$ cat config.mk
export PLATFORM = sky130hd
export DESIGN_NAME = msdap_out_serializer_flat
export DESIGN_NICKNAME = d
export VERILOG_FILES = /design/src/rtl/msdap_out_serializer_if.sv /design/src/rtl/msdap_out_serializer.sv /design/src/flat_wrapper.sv
export SDC_FILE = /design/constraint.sdc
export NUM_CORES = 1
export LEC_CHECK = 0
export ABC_AREA = 1
export CORE_UTILIZATION = 52
export CTS_BUF_LIST = sky130_fd_sc_hd__clkbuf_8
export DETAILED_ROUTE_END_ITERATION = 7
export GPL_TIMING_DRIVEN = 0
export PLACE_DENSITY = 0.78
export SLEW_MARGIN = 20
export SYNTH_ARGS = -nofsm -noshare
export SYNTH_HDL_FRONTEND = slang
export SYNTH_SLANG_ARGS = --single-unit
$ cat constraint.sdc
create_clock -name Sclk -period 5.57 [get_ports Sclk]
set_clock_uncertainty 0.2 [all_clocks]
set_input_delay 1.114 -clock Sclk [delete_from_list [all_inputs] [get_ports Sclk]]
set_output_delay 1.114 -clock Sclk [all_outputs]
set_load 0.02 [all_outputs]
$ cat src/rtl/msdap_out_serializer_if.sv
// ---------------------------------------------------------------------------
// msdap_out_serializer_if
//   Bundle between the MSDAP filter datapath and the stereo output serializer.
//   The serializer is the slave; the datapath (or a bench) is the master.
//
//   Signals
//     Frame       frame-start pulse, one Sclk cycle wide
//     load_valid  datapath presents a left/right result pair
//     load_ready  serializer holding register is empty
//     dataL_in    left-channel result word  (DATA_W bits)
//     dataR_in    right-channel result word (DATA_W bits)
//     err_clr     synchronous clear of the sticky error flags
//     OutReady    serial bits on OutputL/OutputR are valid
//     OutputL     left serial bit, MSB first
//     OutputR     right serial bit, MSB first
//     underrun    sticky: Frame with nothing to send
//     overrun     sticky: Frame while a word was still shifting
//
//   DATA_W must match the DATA_W of the attached serializer.
// ---------------------------------------------------------------------------
interface msdap_out_serializer_if #(
    parameter int DATA_W = 40
);
    logic              Frame;
    logic              load_valid;
    logic              load_ready;
    logic [DATA_W-1:0] dataL_in;
    logic [DATA_W-1:0] dataR_in;
    logic              err_clr;
    logic              OutReady;
    logic              OutputL;
    logic              OutputR;
    logic              underrun;
    logic              overrun;

    modport master (
        output Frame, load_valid, dataL_in, dataR_in, err_clr,
        input  load_ready, OutReady, OutputL, OutputR, underrun, overrun
    );

    modport slave (
        input  Frame, load_valid, dataL_in, dataR_in, err_clr,
        output load_ready, OutReady, OutputL, OutputR, underrun, overrun
    );
endinterface

$ cat src/rtl/msdap_out_serializer.sv
// ---------------------------------------------------------------------------
// msdap_out_serializer
//   Frame-synchronised stereo output serializer for the MSDAP. Accepts one
//   left/right result pair into a single-entry holding register and, on each
//   Frame pulse, shifts the pair out MSB-first on OutputL/OutputR while
//   OutReady frames the DATA_W-bit word. The holding register may be
//   refilled while a word is shifting (double buffer).
//
//   Ports
//     Sclk   serial/system clock, rising edge
//     Reset  asynchronous, active-high reset
//     bus    msdap_out_serializer_if.slave (Frame, load handshake, data,
//            err_clr in; load_ready, OutReady, OutputL/R, underrun,
//            overrun out)
//
//   Parameters
//     DATA_W  word width and bits shifted per frame
//     CNT_W   bit-counter width, 2**CNT_W >= DATA_W
//
//   Build option
//     MSDAP_OUT_ZERO_FILL_EN  when defined, a Frame with an empty holding
//                             register still sends an all-zero word (and
//                             sets underrun); otherwise nothing is sent.
// ---------------------------------------------------------------------------
module msdap_out_serializer #(
    parameter int DATA_W = 40,
    parameter int CNT_W  = 6
) (
    input  logic                  Sclk,
    input  logic                  Reset,
    msdap_out_serializer_if.slave bus
);

    typedef enum logic {
        IDLE  = 1'b0,
        SHIFT = 1'b1
    } state_t;

    state_t            state, state_nxt;
    logic              hold_valid, hold_valid_nxt;
    logic [DATA_W-1:0] holdL, holdL_nxt;
    logic [DATA_W-1:0] holdR, holdR_nxt;
    logic [DATA_W-1:0] shiftL, shiftL_nxt;
    logic [DATA_W-1:0] shiftR, shiftR_nxt;
    logic [CNT_W-1:0]  cnt, cnt_nxt;
    logic              underrun, underrun_nxt;
    logic              overrun, overrun_nxt;
    logic              underrun_set, overrun_set;
    logic              load_fire;

    // A transfer only happens with hold_valid=1, when load_ready is 0, so a
    // load and a transfer can never land on the same edge.
    assign load_fire = bus.load_valid & ~hold_valid;

    always_comb begin
        state_nxt      = state;
        hold_valid_nxt = hold_valid;
        holdL_nxt      = holdL;
        holdR_nxt      = holdR;
        shiftL_nxt     = shiftL;
        shiftR_nxt     = shiftR;
        cnt_nxt        = cnt;
        underrun_set   = 1'b0;
        overrun_set    = 1'b0;

        if (load_fire) begin
            hold_valid_nxt = 1'b1;
            holdL_nxt      = bus.dataL_in;
            holdR_nxt      = bus.dataR_in;
        end

        unique case (state)
            IDLE: begin
                if (bus.Frame) begin
                    if (hold_valid) begin
                        state_nxt      = SHIFT;
                        shiftL_nxt     = holdL;
                        shiftR_nxt     = holdR;
                        hold_valid_nxt = 1'b0;
                        cnt_nxt        = CNT_W'(DATA_W - 1);
                    end else begin
                        underrun_set = 1'b1;
`ifdef MSDAP_OUT_ZERO_FILL_EN
                        state_nxt  = SHIFT;
                        shiftL_nxt = '0;
                        shiftR_nxt = '0;
                        cnt_nxt    = CNT_W'(DATA_W - 1);
`endif
                    end
                end
            end
            SHIFT: begin
                // A Frame here is only flagged; the word in flight is untouched.
                overrun_set = bus.Frame;
                if (cnt == '0) begin
                    // Clearing here keeps the serial lines at 0 while idle.
                    state_nxt  = IDLE;
                    shiftL_nxt = '0;
                    shiftR_nxt = '0;
                end else begin
                    shiftL_nxt = {shiftL[DATA_W-2:0], 1'b0};
                    shiftR_nxt = {shiftR[DATA_W-2:0], 1'b0};
                    cnt_nxt    = cnt - CNT_W'(1);
                end
            end
            default: begin
                state_nxt = IDLE;
            end
        endcase

        // Set wins over a coincident clear.
        underrun_nxt = underrun_set | (underrun & ~bus.err_clr);
        overrun_nxt  = overrun_set  | (overrun  & ~bus.err_clr);
    end

    always_ff @(posedge Sclk or posedge Reset) begin
        if (Reset) begin
            state      <= IDLE;
            hold_valid <= 1'b0;
            holdL      <= '0;
            holdR      <= '0;
            shiftL     <= '0;
            shiftR     <= '0;
            cnt        <= '0;
            underrun   <= 1'b0;
            overrun    <= 1'b0;
        end else begin
            state      <= state_nxt;
            hold_valid <= hold_valid_nxt;
            holdL      <= holdL_nxt;
            holdR      <= holdR_nxt;
            shiftL     <= shiftL_nxt;
            shiftR     <= shiftR_nxt;
            cnt        <= cnt_nxt;
            underrun   <= underrun_nxt;
            overrun    <= overrun_nxt;
        end
    end

    // Every output comes straight from a flop.
    assign bus.load_ready = ~hold_valid;
    assign bus.OutReady   = (state == SHIFT);
    assign bus.OutputL    = shiftL[DATA_W-1];
    assign bus.OutputR    = shiftR[DATA_W-1];
    assign bus.underrun   = underrun;
    assign bus.overrun    = overrun;

endmodule

$ cat src/flat_wrapper.sv
// flat-port wrapper written by rule: the top's interface ports become plain ports
module msdap_out_serializer_flat 
#(
    parameter int DATA_W = 40,
    parameter int CNT_W  = 6
)
  (Sclk, Reset, bus_Frame, bus_load_valid, bus_dataL_in, bus_dataR_in, bus_err_clr, bus_load_ready, bus_OutReady, bus_OutputL, bus_OutputR, bus_underrun, bus_overrun);
  msdap_out_serializer_if #(.DATA_W(DATA_W)) bus_i ();
  input  logic Sclk;
  input  logic Reset;
  input wire logic [$bits(bus_i.Frame)-1:0] bus_Frame;
  input wire logic [$bits(bus_i.load_valid)-1:0] bus_load_valid;
  input wire logic [$bits(bus_i.dataL_in)-1:0] bus_dataL_in;
  input wire logic [$bits(bus_i.dataR_in)-1:0] bus_dataR_in;
  input wire logic [$bits(bus_i.err_clr)-1:0] bus_err_clr;
  output wire logic [$bits(bus_i.load_ready)-1:0] bus_load_ready;
  output wire logic [$bits(bus_i.OutReady)-1:0] bus_OutReady;
  output wire logic [$bits(bus_i.OutputL)-1:0] bus_OutputL;
  output wire logic [$bits(bus_i.OutputR)-1:0] bus_OutputR;
  output wire logic [$bits(bus_i.underrun)-1:0] bus_underrun;
  output wire logic [$bits(bus_i.overrun)-1:0] bus_overrun;
  assign bus_i.Frame = bus_Frame;
  assign bus_i.load_valid = bus_load_valid;
  assign bus_i.dataL_in = bus_dataL_in;
  assign bus_i.dataR_in = bus_dataR_in;
  assign bus_i.err_clr = bus_err_clr;
  assign bus_load_ready = bus_i.load_ready;
  assign bus_OutReady = bus_i.OutReady;
  assign bus_OutputL = bus_i.OutputL;
  assign bus_OutputR = bus_i.OutputR;
  assign bus_underrun = bus_i.underrun;
  assign bus_overrun = bus_i.overrun;
  msdap_out_serializer #(.DATA_W(DATA_W), .CNT_W(CNT_W)) u_core (.Sclk(Sclk), .Reset(Reset), .bus(bus_i));
endmodule
Word-level counts from Yosys, hierarchy flattened

Index checks and enable logic that the tools add are counted.

Bits in registers: 170
Input bits: 85
Output and inout bits: 6
Word-level logic and storage cells: 48

Add/subtract/negate cells: 1
Eq/ne operators: 3
Muxes and demuxes: 24
Bitwise logic cells: 8
Reduce and logical (&&, ||, !) cells: 3

Operators with widths:

| kind                                                               | count |
|---|---|
| 40-bit two-way mux                                                 | 6 |
| 40-bit case mux with 2 select lines                                | 2 |
| 6-bit two-way mux                                                  | 3 |
| 6-bit case mux with 2 select lines                                 | 1 |
| 1-bit two-way mux                                                  | 11 |
| 6-bit logical NOT                                                  | 1 |
| 6-bit by 1-bit subtractor with 6-bit output, second input constant | 1 |
| 2-bit != test, second input constant                               | 2 |
| 1-bit bitwise AND                                                  | 3 |
| 1-bit inverter                                                     | 3 |
| 3-bit AND reduction                                                | 1 |
| 2-bit by 1-bit != test with 1-bit output, second input constant    | 1 |
| 1-bit bitwise OR                                                   | 2 |
| 1-bit case mux with 2 select lines                                 | 1 |
| 2-bit AND reduction                                                | 1 |

Logic depth before layout (Yosys ltp)

Gate-level depths: netlist of the first run.

Depth in word-level cells: 6
Depth in mapped cells: 8
Gate-level depth less buffers: 7

Worst setup path after synthesis of the first run

OpenSTA, ideal clock, no wires.

Path type: input-to-reg
Start: input port bus_Frame
End: register u_core.shiftL[10]
Setup time: 123 ps
Arrival time: 1,775 ps
Data required time: 5,247 ps
Setup slack: 3,471 ps
Stages: 8
Cell sequence: nand2_4 inv_2 nor2_4 inv_4 buf_6 buf_6 nor2_1 a21oi_1

Longest elaborated chain between the ends: 2

Ends and longest elaborated chain:

| item                          | RTL line                    | text |
|---|---|---|
| from (decl)                   | flat_wrapper.sv:11          | `input wire logic [$bits(bus_i.Frame)-1:0] bus_Frame;` |
| 2-bit != test (no line)       | n/a                         |  |
| 2-bit AND reduction (no line) | n/a                         |  |
| to (signal assigned)          | msdap_out_serializer.sv:132 | `shiftL <= shiftL_nxt;` |
| to (decl)                     | msdap_out_serializer.sv:43  | `logic [DATA_W-1:0] shiftL, shiftL_nxt;` |

Every way passes these cells.
A chain may end at the register's enable or synchronous reset.

Final worst setup path of the first run

Start: register u_core.state (netlist: u_core.bus.OutReady)
End: output port bus_OutReady

RTL lines:

| item                   | RTL line                    | text |
|---|---|---|
| from (decl)            | msdap_out_serializer.sv:39  | `state_t state, state_nxt;` |
| from (signal assigned) | msdap_out_serializer.sv:128 | `state <= state_nxt;` |
| to (decl)              | flat_wrapper.sv:17          | `output wire logic [$bits(bus_i.OutReady)-1:0] bus_OutReady;` |

No word-level cell between the ends.

==> results of run 1 <==
[registers in the layout (all words and copies together) (netlist names)]
name / count
u_core.bus.OutReady: 1
u_core.bus.overrun: 1
u_core.bus.underrun: 1
u_core.cnt: 6
u_core.holdL: 40
u_core.holdR: 40
u_core.hold_valid: 1
u_core.shiftL: 40
u_core.shiftR: 40
[routing by layer]
layer  wire (um)  vias up  track usage
met3         737       29      0.04764
met4         336        0      0.08951
li1            -     2557            -
met1        6817     2705       0.3037
met5           0        -            0
met2        7883      164       0.3980
[placed cells by master (no fill, tap or decap)]
cell type	count
nor2_1	85
clkinv_4	3
mux2_1	1
ha_1	2
inv_6	1
or2_2	1
mux2_2	73
o21ai_1	5
nand3_1	88
inv_2	2
buf_6	11
buf_12	4
clkdlybuf4s50_1	90
nand2_4	2
nand2_1	17
nand2_2	1
nand3_2	1
mux2_4	6
nor2_2	2
inv_1	9
buf_4	1
bufinv_16	6
buf_2	18
inv_8	1
nor2_4	1
dfrtp_1	170
o21ai_0	78
a21oi_1	78
xor2_1	2
o22ai_1	1
clkbuf_1	15
clkbuf_8	21
clkinvlp_4	3
inv_4	1
buf_16	2
[final cells by class]
cell class / count / area (um2)
Clock inverter: 15 / 249.0
Tap cell: 176 / 220.2
Fill cell: 1009 / 4409
Sequential cell: 170 / 4254
Inverter: 11 / 47.55
Buffer: 49 / 332.8
Multi-Input combinational cell: 444 / 2670
Timing Repair Buffer: 96 / 1036
Clock buffer: 17 / 234.0
[power breakdown]
| part | leakage (uW) | switching, uW | total, uW | internal, uW |
|---|---|---|---|---|
| Combinational | 0.00169 | 949 | 1820 | 875 |
| Clock | 0.000241 | 458 | 1040 | 582 |
| Sequential | 0.00203 | 368 | 2240 | 1870 |
[cell families after synthesis]
group           count (synthesis)  synth area share
flops                         170            0.5827
mux                            80            0.1265
compound gates                162            0.1112
simple gates                  198            0.1222
buf+inv                        60           0.05159
xor+xnor                        2          0.002400
fa+ha+maj                       2          0.003427
[final timing paths]
| path | start | to | slack [ns] | cells past startpoint |
|---|---|---|---|---|
| max in group asynchronous | Reset | u_core.holdR[16] | 3.49 | 6 |
| max | u_core.bus.OutReady | bus_OutReady | 2.60 | 1 |
| min reg2reg | u_core.holdR[34] | u_core.holdR[34] | 0.29 | 1 |
| max reg2reg | u_core.bus.OutReady | u_core.shiftL[2] | 3.75 | 4 |
| min | u_core.holdR[34] | u_core.holdR[34] | 0.29 | 1 |
| min in group asynchronous | Reset | u_core.holdL[27] | 0.71 | 2 |
[stage by stage]
step	utilization	hold WS (ns)	worst slack, ns
2_1_floorplan	-	0.2427	2.087
3_3_place_gp	0.6263	0.2712	0.8526
3_5_place_dp	0.6363	0.2805	2.711
4_1_cts	0.6722	0.3006	2.571
5_1_grt	0.6722	0.3243	2.529
6_report	0.6722	0.2946	2.598
==> flow_summary.yaml, run 1 <==
routing:
  wl_per_cell_um: 16.13
  drc: 0
  routed_wl_mm: 15.77
  dr.pass1.iters: 5
  drtIter0Drc: 352
  viasPerCell: 5.578
  ant_nets: 0
  num_vias: 5455
synth:
  avgSynthCellArea_um2: 10.83
  netlist_top_cells_count: "170 x dfrtp_1, 88 x nand3_1, 85 x nor2_1"
  syn_nets: 761
  synth_top_area_frac: 0.5827
  synth.area.top_cells: "dfrtp_1 58%, mux2_2 11%, nand3_1 6.0%"
  synth_edf_count: 0
  ys_ff_latch: 170
  netlist_instances: 674
  yosysMostFrequentCell: "dfrtp_1"
  netlist_area_mm2: 0.007301
  synth_top_cell_by_area: "dfrtp_1"
  async_flop_share: 1.000
  yosys_warnings: 0
  synth-main-ff-cell: "dfrtp_1"
  ys_seq_area_frac: 0.5827
  synth.distinct_cells: 27
clocking:
  cts_buffers: 17
  h-tree-depth: 4
  cts_root_buffer: "clkbuf_8"
  clk_pin_slew_worst_paths_ns: 0.09
  postCtsSetupRepairBufs: 0
  insertion_delay_ns: 0.46
  tritoncts: "yes"
  post_cts_resized: 0
  clockBufferDepth: 2
  clock-sinks: 170
  cts_hold_buf: 0
floorplanning:
  die-area_mm2: 0.01452
  core-area_mm2: 0.01345
  start_util: 0.5427
  ios: 91
  die_width_um: 120.5
  die_y_um: 120.5
  rows: 42
timing:
  rsz0062_at_grt: "false"
  period_needed_ns: 2.972
  drv_slew: 0
  fmax_ghz: 0.3364
  finalHoldViolCount: 0
  worst_slew_pin_slew_ns: 0.5419
  fin_setup_tns_ns: 0
  period_share: 0.5337
  setup_viol: 0
  slew_headroom: 0.6387
worst_setup_path:
  crit_buf_inv: 1
  startpoint_type: "flip-flop"
  path_cells: "clkdlybuf4s50_1"
  arrival_ns: 1.66
  slowest_stage: "clkdlybuf4s50_1"
  crit_required_ns: 4.26
  end_kind: "primary output"
  worstSetupPathType: "flip-flop to primary output"
  cp_slowest_stage_delay_ns: 0.68
  cp_top_family: "buffers and inverters"
  cp_max_fo: 5
final_layout:
  layout.nets: 876
  stdcell_count: 978
  design_area_mm2: 0.009044
  drive_gt1_frac: 0.2007
  area_growth_pct: 23.87
  diodes: 0
global_route:
  grt_usage: 0.2369
  grt_start_max_net_pins: 37
  grt_pass1_wl_mm: 26.54
  overflow: 0
  antenna_found_initial: 0
  grt_pass1_vias: 5538
run_status:
  status: "finished, final reports clean"
placement:
  io_buffers: 90
  dpl.hpwl_mm: 11.16
  place_congestion: 0.8231
  dpl.cell_count: 946
  dpl-instance-area_mm2: 0.008561
pwr:
  ir_drop_mv: 0.2744
  powerDensity_mw_per_mm2: 563.9
  leakage_uw: 0.003959
  power_uw: 5100
job:
  maxCapViolations: 0
min_path:
  hp-class: "flip-flop to flip-flop"
Note: power is estimated with default switching activity, not from simulation.
==> inputs of run 2 (changes only) <==
- CORE_UTILIZATION: 52 -> 57
- PLACE_DENSITY: 0.78 -> 0.82
- clock period: 5.57 -> 3.1 ns (I/O delays scaled with it)
==> run 2 against run 1 <==
Effect of this change: critical path depth grew 1; worst hold slack gained 0.016 ns; first-iteration DRC count grew 24%; power grew 79%; flip-flop and latch count is the same; final cell count shrank 1.0%; sequential share of layout area grew 0.34 points; combinational power grew 83%; highest routed layer unchanged.
==> flow_summary.yaml, run 2 (synthesized netlist as in run 1, its figures left out) <==
run_status:
  status: "finished, final reports clean"
global_route:
  grt_pass1_wl_mm: 27.27
  grt_usage: 0.2690
  antenna_found_initial: 0
  grt_start_max_net_pins: 35
  overflow: 0
  grt_pass1_vias: 5760
clocking:
  h-tree-depth: 4
  insertion_delay_ns: 0.46
  tritoncts: "yes"
  clock-sinks: 170
  clockBufferDepth: 2
  cts_root_buffer: "clkbuf_8"
  postCtsSetupRepairBufs: 0
  cts_buffers: 17
  post_cts_resized: 0
  clk_pin_slew_worst_paths_ns: 0.08
  cts_hold_buf: 0
routing:
  dr.pass1.iters: 5
  wl_met1_mm: 6.717
  ant_nets: 0
  wl_per_cell_um: 16.79
  drtIter0Drc: 438
  viasPerCell: 5.764
  wl_met2_mm: 8.312
  drc: 0
  num_vias: 5580
  dr_wl_met3_um: 771
  routed_wl_mm: 16.25
  maxUsedRoutingLayer: "met4"
final_layout:
  final_util: 0.7322
  n_fill_cell: 826
  diodes: 0
  final_cell_mix: "170 x dfrtp_1, 90 x clkdlybuf4s50_1, 88 x nand3_1, 85 x nor2_1"
  layout.nets: 875
  stdcell_count: 968
  drive_gt1_frac: 0.2000
  design_area_mm2: 0.008979
  area_growth_pct: 22.98
  final_common_cell: "dfrtp_1"
placement:
  dpl-instance-area_mm2: 0.008523
  dpl.cell_count: 937
  place_congestion: 0.8125
  io_buffers: 90
  dpl.hpwl_mm: 11.15
timing:
  slew_headroom: 0.4834
  fmax_ghz: 0.3907
  period_share: 0.8257
  rsz0062_at_grt: "false"
  drv_slew: 0
  finalHoldViolCount: 0
  period_needed_ns: 2.560
  setup_viol: 0
  worst_slew_pin_slew_ns: 0.7733
worst_setup_path:
  startpoint_type: "flip-flop"
  cp_max_fo: 4
  worstSetupPathType: "flip-flop to primary output"
  arrival_ns: 1.74
  crit_required_ns: 2.28
  slowest_stage: "clkdlybuf4s50_1"
  path_cells: "inv_1 -> clkdlybuf4s50_1"
  crit_buf_inv: 2
  end_kind: "primary output"
  cp_top_family: "buffers and inverters"
  cp_slowest_stage_delay_ns: 0.68
floorplanning:
  die-area_mm2: 0.01327
  die_y_um: 115.2
  rows: 40
  ios: 91
  start_util: 0.5954
  die_width_um: 115.2
  core-area_mm2: 0.01226
pwr:
  ir_drop_mv: 0.5460
  leakage_uw: 0.003945
  powerDensity_mw_per_mm2: 1014
min_path:
  hp-class: "flip-flop to flip-flop"
job:
  maxCapViolations: 0
-- run 2: final timing paths --
path / slack [ns] / depth (start not counted) / endpoint / startpoint
setup / recovery: 0.54 / 2 / bus_load_ready / u_core.hold_valid
hold / removal: 0.31 / 1 / u_core.holdL[7] / u_core.holdL[7]
setup reg to reg: 1.29 / 7 / u_core.cnt[0] / u_core.cnt[0]
hold reg to reg: 0.31 / 1 / u_core.holdL[7] / u_core.holdL[7]
max in group asynchronous: 1.26 / 5 / u_core.shiftR[25] / Reset
min in group asynchronous: 0.44 / 2 / u_core.holdL[35] / Reset
-- run 2: metrics by stage --
step | total power, uW | setup WS, ns | setup TNS (ns) | hold slack, ns
2_1_floorplan | 6316 | 0.1113 | 0 | 0.2427
3_3_place_gp | 7030 | -1.086 | -183.22 | 0.2675
3_5_place_dp | 7292 | 0.7225 | 0 | 0.2850
4_1_cts | 9094 | 0.5432 | 0 | 0.3102
5_1_grt | 9697 | 0.4989 | 0 | 0.3167
6_report | 9103 | 0.5404 | 0 | 0.3108
-- run 2: area by class of cell --
type,instances,area [um2],share of cell area
timing repair buffer,95,1008,0.1123
tap,168,210.2,0.02341
clock inverter,8,138.9,0.01547
multi-input combinational,444,2670,0.2974
inverter,11,47.55,0.005295
clock buffer,23,316.6,0.03526
buffer,49,332.8,0.03707
sequential,170,4254,0.4738
-- run 2: worst reg2reg max path, cell delays in order (launching register included) --
cell and delay [ns]:
dfrtp_1 0.40, inv_1 0.14, ha_1 0.19, nand3_2 0.20
nand2_2 0.21, nand2_1 0.19, nor2_1 0.13, nor2_1 0.05
-- run 2: routing by layer --
layer  GRT usage  vias to the layer above
met4      0.1203                        0
met5           0                        -
li1            -                     2556
met1      0.3375                     2781
met2      0.4534                      204
met3     0.05482                       39
-- run 2: power breakdown --
group	switching (uW)	internal [uW]	total, uW	leakage (uW)
Sequential	664	3360	4020	0.00203
Combinational	1760	1570	3330	0.00167
Clock	756	996	1750	0.000239
Total	3180	5920	9100	0.00394
==> inputs of run 3 (changes only) <==
- clock period: 3.1 -> 2.6 ns (I/O delays scaled with it)
==> results of run 3 <==
The final DEF is identical to that of run 2. Status: finished, final reports clean.
Among the figures that moved: setup slack after placement 0.7225 ns -> 0.3225 ns; setup slack after layout 0.5404 ns -> 0.1404 ns; register-to-register setup slack 1.29 ns -> 0.79 ns; total power 9103 uW -> 10850 uW; worst IR drop on VDD 0.5460 mV -> 0.6510 mV
